$ cat config.mk
export PLATFORM = sky130hd
export DESIGN_NAME = id_stage_flat
export DESIGN_NICKNAME = d
export VERILOG_FILES = /design/src/rtl/id_stage_if.sv /design/src/rtl/id_stage.sv /design/src/flat_wrapper.sv
export SDC_FILE = /design/constraint.sdc
export NUM_CORES = 1
export LEC_CHECK = 0
export ABC_AREA = 1
export CORE_MARGIN = 1.5
export CORE_UTILIZATION = 40
export DETAILED_ROUTE_END_ITERATION = 12
export MAX_ROUTING_LAYER = met4
export PLACE_DENSITY = 0.64
export RECOVER_POWER = 50
export SYNTH_ARGS = -nofsm -noshare
export SYNTH_HDL_FRONTEND = slang
export SYNTH_SLANG_ARGS = --single-unit
export TNS_END_PERCENT = 50
$ cat constraint.sdc
create_clock -name clk -period 1.9 [get_ports clk]
set_clock_uncertainty 0.2 [all_clocks]
set_input_delay 0.38 -clock clk [delete_from_list [all_inputs] [get_ports clk]]
set_output_delay 0.38 -clock clk [all_outputs]
set_load 0.03 [all_outputs]
$ cat src/rtl/id_stage_if.sv
// rtl/id_stage_if.sv - fetch-side and decode-side handshake bundle for id_stage
interface id_stage_if #(
   parameter int XLEN = 32,
   parameter int PC_W = 32
);
   logic            in_valid;
   logic            in_ready;
   logic [31:0]     in_instr;
   logic [PC_W-1:0] in_pc;
   logic            out_valid;
   logic            out_ready;
   logic [PC_W-1:0] out_pc;
   logic [5:0]      opcode;
   logic [5:0]      func;
   logic [4:0]      rs;
   logic [4:0]      rt;
   logic [4:0]      rd;
   logic [4:0]      sa;
   logic [XLEN-1:0] imm_ext;
   logic [25:0]     address;
   logic [1:0]      fmt;
   logic            illegal;

   modport master (
      output in_valid, in_instr, in_pc, out_ready,
      input  in_ready, out_valid, out_pc, opcode, func, rs, rt, rd, sa,
             imm_ext, address, fmt, illegal
   );

   modport slave (
      input  in_valid, in_instr, in_pc, out_ready,
      output in_ready, out_valid, out_pc, opcode, func, rs, rt, rd, sa,
             imm_ext, address, fmt, illegal
   );
endinterface

$ cat src/rtl/id_stage.sv
// rtl/id_stage.sv - MIPS decode stage with 2-entry skid buffer and flush
// Optional extra slt/sltu/nor/slti/sltiu decode enabled by macro ID_EXT_OPS_EN.
module id_stage #(
   parameter int XLEN = 32,
   parameter int PC_W = 32
) (
   input  logic       clk,
   input  logic       rst_n,
   input  logic       flush,
   id_stage_if.slave  io
);

`ifdef ID_EXT_OPS_EN
   localparam bit EXT_OPS = 1'b1;
`else
   localparam bit EXT_OPS = 1'b0;
`endif

   typedef struct packed {
      logic [PC_W-1:0] pc;
      logic [5:0]      opcode;
      logic [5:0]      func;
      logic [4:0]      rs;
      logic [4:0]      rt;
      logic [4:0]      rd;
      logic [4:0]      sa;
      logic [XLEN-1:0] imm;
      logic [25:0]     addr;
      logic [1:0]      fmt;
      logic            ill;
   } ent_t;

   logic [5:0]  op;
   logic [5:0]  fn;
   logic [15:0] imm16;
   logic        r_ok, i_ok, j_ok, zext, lui;
   ent_t        dec;

   assign op    = io.in_instr[31:26];
   assign fn    = io.in_instr[5:0];
   assign imm16 = io.in_instr[15:0];
   assign j_ok  = (op == 6'b000010) || (op == 6'b000011);

   always_comb begin
      r_ok = 1'b0;
      i_ok = 1'b0;
      zext = 1'b0;
      lui  = 1'b0;
      case (fn)
         6'b100000, 6'b100010, 6'b100100, 6'b100101, 6'b100110,
         6'b000000, 6'b000010, 6'b000011, 6'b001000: r_ok = (op == 6'b000000);
         6'b101010, 6'b101011, 6'b100111:            r_ok = (op == 6'b000000) && EXT_OPS;
         default: ;
      endcase
      case (op)
         6'b001000, 6'b100011, 6'b101011, 6'b000100, 6'b000101: i_ok = 1'b1;
         6'b001100, 6'b001101, 6'b001110: begin
            i_ok = 1'b1;
            zext = 1'b1;
         end
         6'b001111: begin
            i_ok = 1'b1;
            lui  = 1'b1;
         end
         6'b001010, 6'b001011: i_ok = EXT_OPS;
         default: ;
      endcase
   end

   // Fields outside the recognised format stay zero; illegal keeps only opcode.
   always_comb begin
      dec        = '0;
      dec.pc     = io.in_pc;
      dec.opcode = op;
      if (r_ok) begin
         dec.rs   = io.in_instr[25:21];
         dec.rt   = io.in_instr[20:16];
         dec.rd   = io.in_instr[15:11];
         dec.sa   = io.in_instr[10:6];
         dec.func = fn;
         dec.fmt  = 2'd0;
      end else if (i_ok) begin
         dec.rs  = io.in_instr[25:21];
         dec.rt  = io.in_instr[20:16];
         dec.fmt = 2'd1;
         if (zext)
            dec.imm = XLEN'(imm16);
         else if (lui)
            dec.imm = XLEN'($signed({imm16, 16'h0000}));
         else
            dec.imm = XLEN'($signed(imm16));
      end else if (j_ok) begin
         dec.addr = io.in_instr[25:0];
         dec.fmt  = 2'd2;
      end else begin
         dec.fmt = 2'd3;
         dec.ill = 1'b1;
      end
   end

   ent_t head, skid, head_n, skid_n;
   logic head_v, skid_v, head_v_n, skid_v_n, rdy;
   logic acc, pop;

   assign acc = io.in_valid && rdy;
   assign pop = head_v && io.out_ready;

   always_comb begin
      head_n   = head;
      skid_n   = skid;
      head_v_n = head_v;
      skid_v_n = skid_v;
      if (flush) begin
         head_v_n = 1'b0;
         skid_v_n = 1'b0;
      end else if (!head_v) begin
         if (acc) begin
            head_n   = dec;
            head_v_n = 1'b1;
         end
      end else if (pop) begin
         if (skid_v) begin
            head_n   = skid;
            skid_v_n = 1'b0;
         end else if (acc) begin
            head_n = dec;
         end else begin
            head_v_n = 1'b0;
         end
      end else if (acc) begin
         skid_n   = dec;
         skid_v_n = 1'b1;
      end
   end

   // rdy resets low so in_ready only rises on the first edge after reset release.
   always_ff @(posedge clk or negedge rst_n) begin
      if (!rst_n) begin
         head   <= '0;
         skid   <= '0;
         head_v <= 1'b0;
         skid_v <= 1'b0;
         rdy    <= 1'b0;
      end else begin
         head   <= head_n;
         skid   <= skid_n;
         head_v <= head_v_n;
         skid_v <= skid_v_n;
         rdy    <= !skid_v_n;
      end
   end

   assign io.in_ready  = rdy;
   assign io.out_valid = head_v;
   assign io.out_pc    = head.pc;
   assign io.opcode    = head.opcode;
   assign io.func      = head.func;
   assign io.rs        = head.rs;
   assign io.rt        = head.rt;
   assign io.rd        = head.rd;
   assign io.sa        = head.sa;
   assign io.imm_ext   = head.imm;
   assign io.address   = head.addr;
   assign io.fmt       = head.fmt;
   assign io.illegal   = head.ill;

endmodule

$ cat src/flat_wrapper.sv
// flat-port wrapper written by rule: the top's interface ports become plain ports
module id_stage_flat 
#(
   parameter int XLEN = 32,
   parameter int PC_W = 32
)
  (clk, rst_n, flush, io_in_valid, io_in_instr, io_in_pc, io_out_ready, io_in_ready, io_out_valid, io_out_pc, io_opcode, io_func, io_rs, io_rt, io_rd, io_sa, io_imm_ext, io_address, io_fmt, io_illegal);
  id_stage_if #(.XLEN(XLEN), .PC_W(PC_W)) io_i ();
  input  logic clk;
  input  logic rst_n;
  input  logic flush;
  input wire logic [$bits(io_i.in_valid)-1:0] io_in_valid;
  input wire logic [$bits(io_i.in_instr)-1:0] io_in_instr;
  input wire logic [$bits(io_i.in_pc)-1:0] io_in_pc;
  input wire logic [$bits(io_i.out_ready)-1:0] io_out_ready;
  output wire logic [$bits(io_i.in_ready)-1:0] io_in_ready;
  output wire logic [$bits(io_i.out_valid)-1:0] io_out_valid;
  output wire logic [$bits(io_i.out_pc)-1:0] io_out_pc;
  output wire logic [$bits(io_i.opcode)-1:0] io_opcode;
  output wire logic [$bits(io_i.func)-1:0] io_func;
  output wire logic [$bits(io_i.rs)-1:0] io_rs;
  output wire logic [$bits(io_i.rt)-1:0] io_rt;
  output wire logic [$bits(io_i.rd)-1:0] io_rd;
  output wire logic [$bits(io_i.sa)-1:0] io_sa;
  output wire logic [$bits(io_i.imm_ext)-1:0] io_imm_ext;
  output wire logic [$bits(io_i.address)-1:0] io_address;
  output wire logic [$bits(io_i.fmt)-1:0] io_fmt;
  output wire logic [$bits(io_i.illegal)-1:0] io_illegal;
  assign io_i.in_valid = io_in_valid;
  assign io_i.in_instr = io_in_instr;
  assign io_i.in_pc = io_in_pc;
  assign io_i.out_ready = io_out_ready;
  assign io_in_ready = io_i.in_ready;
  assign io_out_valid = io_i.out_valid;
  assign io_out_pc = io_i.out_pc;
  assign io_opcode = io_i.opcode;
  assign io_func = io_i.func;
  assign io_rs = io_i.rs;
  assign io_rt = io_i.rt;
  assign io_rd = io_i.rd;
  assign io_sa = io_i.sa;
  assign io_imm_ext = io_i.imm_ext;
  assign io_address = io_i.address;
  assign io_fmt = io_i.fmt;
  assign io_illegal = io_i.illegal;
  id_stage #(.XLEN(XLEN), .PC_W(PC_W)) u_core (.clk(clk), .rst_n(rst_n), .flush(flush), .io(io_i));
endmodule
==> metrics list <==
- The final hold violation count came to 0.
* Mean routed wirelength per cell: 17.73 um
* Largest incremental delay on the critical path: 0.43 ns
* First-pass DRT Iterations: 6
- Clock tree synthesis inserted a total of 28 buffers.
- Net switching share of the total power: 0.3187
* Power Dens Cells: 1001 mW/mm^2
- Share of power burned in combinational logic: 0.232
- In the finished design, the share of the clock period the worst path needs comes to 0.9876.
- Buffer and inverter count on the worst path: 1
- Startpoint of the worst hold path: io_in_instr[28]
- Worst path slowest cell: dfrtp_1
- Die ar.: 0.03054 sq mm
- Worst setup slack after layout: about 0.024 ns
* FF-to-FF setup slack: 0.12 ns
* First-iteration detailed-routing DRC count: 956
* Area growth from synthesis to final layout: 33.78%
* Total of fill cells in the finished design: 2666
- Grouping stages by cell kind, the critical path spends the most delay in flip-flops.
- In this run the count of I/O pins placed on the die edge is 196.
- Along the worst hold path, the cell count comes to 3.
- For hold timing, the worst endpoint is u_core.skid[89].
- Antenna violations before repair: 0
* Clock network power share: 0.338
* Worst min-delay path class: in2reg
* Total grt overflow: 0
- The share of total power dissipated in sequential elements is 0.430.
* Number of cells in the finished layout apart from fillers: approximately 2000
- GRT Overall Usage: 0.2440
* Switching power total: 5.036 mW
* Global-route wire length before repair: 58350 um
- The analysis attributes to cell leakage a power of 7.803 nW.
- Of the cells placed in the final design, the portion with a size suffix greater than 1 is 0.1737.
* Largest net degree at the start of global routing: 65
* Startpoint of the worst-slack reg-to-reg timing path: u_core.io.out_valid
- Unrepaired setup endpoints after global routing: true
- Highest net fanout along the worst path: 3
- For this configuration, the core starts out at a cell density of 0.4089.
* Highest clock rate: 0.5329 GHz
- Clock network latency to the later pin of the worst-skew pair: 0.54 ns
- Sequence of cells on the critical path: clkdlybuf4s18_2
- Cell area after synthesis: roughly 0.012 sq mm
- Clock tree from TritonCTS: built
* Detailed-route wire length: 36510 um
- For this run, the register share of the synthesized area comes to 0.5365.
- Most frequent standard cell in the layout excluding fill and tap cells: nand2_1
- The detail route stage leaves a number of antenna-violating nets equal to 0.
- Core area: 0.02886 sq mm
- Outcome: finished, final reports clean
- A synthesized cell averages 8.339 sq um.
* Peak supply drop: 555.6 uV
- Register area: 0.006331 sq mm
* Longest Clk Path Bufs: 3
- Number of antenna repair diodes: 0
- Number of pins with negative max-slew slack in the final report: 0
* Root buffer selected by CTS: clkbuf_16
- During synthesis, Yosys emitted a total of 0 warnings.
- Dividing the detail-routed via count by the number of cells gives 5.294.
* Number of cells on the worst reg-to-reg path: 8
- The via count of the first global-routing pass came to between 10000 and 15000.
- Area taken by multi-input logic gates: 0.004507 sq mm
- Detailed-placement wirelength estimate: 24220 um
- The final route contains 10900 vias.
- Synthesis produced about 1400 cells.
* Slew at the pin with the worst max-slew slack: a little under 0.8 ns
* Leading cell types in the layout, fill and taps excluded: 472 x nand2_1, 253 x dfrtp_1, 137 x inv_1
- Worst Setup Path Type: reg2out
- In the routed design, unresolved DRC markers number 0.
- Total instance count after detailed placement: around 2000
* Die Wd: 174.8 um
- Worst flop-to-flop path endpoint: u_core.io.imm_ext[23]
- Post-Syn Nets: 1484
- Routability-driven placement finished with a final weighted congestion of about 0.83.
* Proportion of register bits with asynchronous set or reset after synthesis: 1.000
- Setup violations remaining at the end of the flow were counted as 0.
- STA classifies the critical path endpoint as a primary output.
- Number of max-cap violations: 0
- The most used flip-flop cell after synthesis is dfrtp_1.
* Required arrival time at the worst endpoint: 1.32 ns
- Number of nets in the final layout: 1726
* Clock transition at the registers of the reported paths: around 0.060 ns
- The tree built by TritonCTS fans out to 253 sinks.
- In this run, synthesis inferred 0 flip-flops with an integrated enable.
- The worst setup path is launched from a flop.
* Synth Register Bits: 253
* DP Worst Slack: -0.4765 ns
- The completed layout was analyzed and its total power is 15.80 mW.
* Min cycle time layout: 1.876 ns
* H-tree level count: 1
- Data arrives at the worst endpoint at 1.30 ns.
- Worst slew margin relative to its limit: 0.4720
- Die Span Y: ~170 um
* Internal Pwr Total: 10.77 mW
- Number of rows created at floorplan: a little over 60
* Buffers added on ports: 195
- Unique cell type count in the Yosys netlist: 32
power groups by stage:
stage	sequential, mW	clock [mW]	combinational [mW]
2_1_floorplan	7.60	0	1.30
3_3_place_gp	6.86	0	3.86
3_5_place_dp	6.87	0	3.92
4_1_cts	6.78	5.42	3.74
5_1_grt	6.90	5.66	4.00
6_report	6.80	5.34	3.67
metal layers:
metal / global-route usage / vias to the layer above / routed length [um] / part of all wire
met4: 0.07372 / 0 / 934 / 0.026
met1: 0.3450 / 5267 / 16600 / 0.45
met3: 0.02872 / 67 / 2325 / 0.064
li1: - / 5139 / - / -
met2: 0.3686 / 427 / 16650 / 0.46
met5: - / - / 0 / 0
kinds of logic (layout without fill, tap and decap cells):
logic type             count (synthesis)  count (layout)  share of synthesized area
AO/OA/AOI/OAI                        317             317                     0.1722
buffers and inverters                243             503                    0.08589
flip-flops                           253             253                     0.5365
AND/OR/NAND/NOR                      602             602                     0.2054
cells in the mapped netlist (4+ instances only):
master	number	area (sq um)
nor2_4	4	45.04
dfrtp_1	253	6331
o221ai_1	39	341.6
clkbuf_1	45	168.9
o22ai_1	48	300.3
nand3_2	6	60.06
nor2_1	64	240.2
o221a_2	18	202.7
inv_1	137	514.2
inv_2	8	30.03
a21oi_1	52	260.3
buf_2	40	200.2
o31ai_1	5	37.54
a22oi_1	38	285.3
nand3_1	43	215.2
buf_6	5	56.30
nand2_1	476	1787
o21ai_0	67	335.3
o21ai_1	46	230.2
worst max path at each step:
stage                           from               endpoint  slack, ns  cells past startpoint
6_report        u_core.io.imm_ext[5]          io_imm_ext[5]       0.02                      1
5_1_grt              io_in_instr[29]        u_core.io.rd[4]      -0.03                      9
4_1_cts        u_core.io.address[18]         io_address[18]      0.001                      1
3_5_place_dp         io_in_instr[28]  u_core.io.imm_ext[23]      -0.48                     12
3_3_place_gp         io_in_instr[29]  u_core.io.imm_ext[24]      -0.43                     12
2_1_floorplan    u_core.io.out_valid        u_core.skid[29]       0.06                     11
what timing repair did:
action,in CTS,in global routing
pin swaps,0,1
setup buffers,0,3
endpoints found under the hold margin,209,0
gates cloned,0,1
gates resized for setup,282,78
setup endpoints to repair,127,92
hold buffers,1,0
stage by stage:
step / hold slack [ns] / TNS, ns / utilization / area [sq um]
finish: 0.03917 / 0 / 0.5470 / 15790
global route: 0.04893 / -0.1105 / 0.5470 / 15790
CTS: 0.1695 / 0 / 0.5508 / 15900
detailed placement: 0.1464 / -86.58 / 0.5185 / 14960
global placement: 0.1441 / -80.54 / 0.5185 / 14960
floorplan: -0.1156 / 0 / - / 11800
flip-flops by register name (all words and copies together) (netlist names):
name	flops
u_core.io.address	26
u_core.io.fmt	2
u_core.io.func	6
u_core.io.illegal	1
u_core.io.imm_ext	32
u_core.io.in_ready	1
u_core.io.opcode	6
u_core.io.out_pc	32
u_core.io.out_valid	1
u_core.io.rd	5
u_core.io.rs	5
u_core.io.rt	5
u_core.io.sa	5
u_core.skid	125
u_core.skid_v	1
worst reg2reg max path, delay by kind of cell, from the launching register on:
kind / cells / cell delay [ns]
simple gates: 3 / 0.31
compound gates: 3 / 0.46
buf+inv: 2 / 0.36
flops: 1 / 0.37
layout make-up:
cell class                 count  area share
inverter                     147     0.03551
timing repair buffer         308      0.1905
multi-input combinational    919      0.2855
sequential                   253      0.4010
tap                          384     0.03044
clock inverter                 3   0.0009511
clock buffer                  45     0.05611
(Power assumes the default switching activity.)
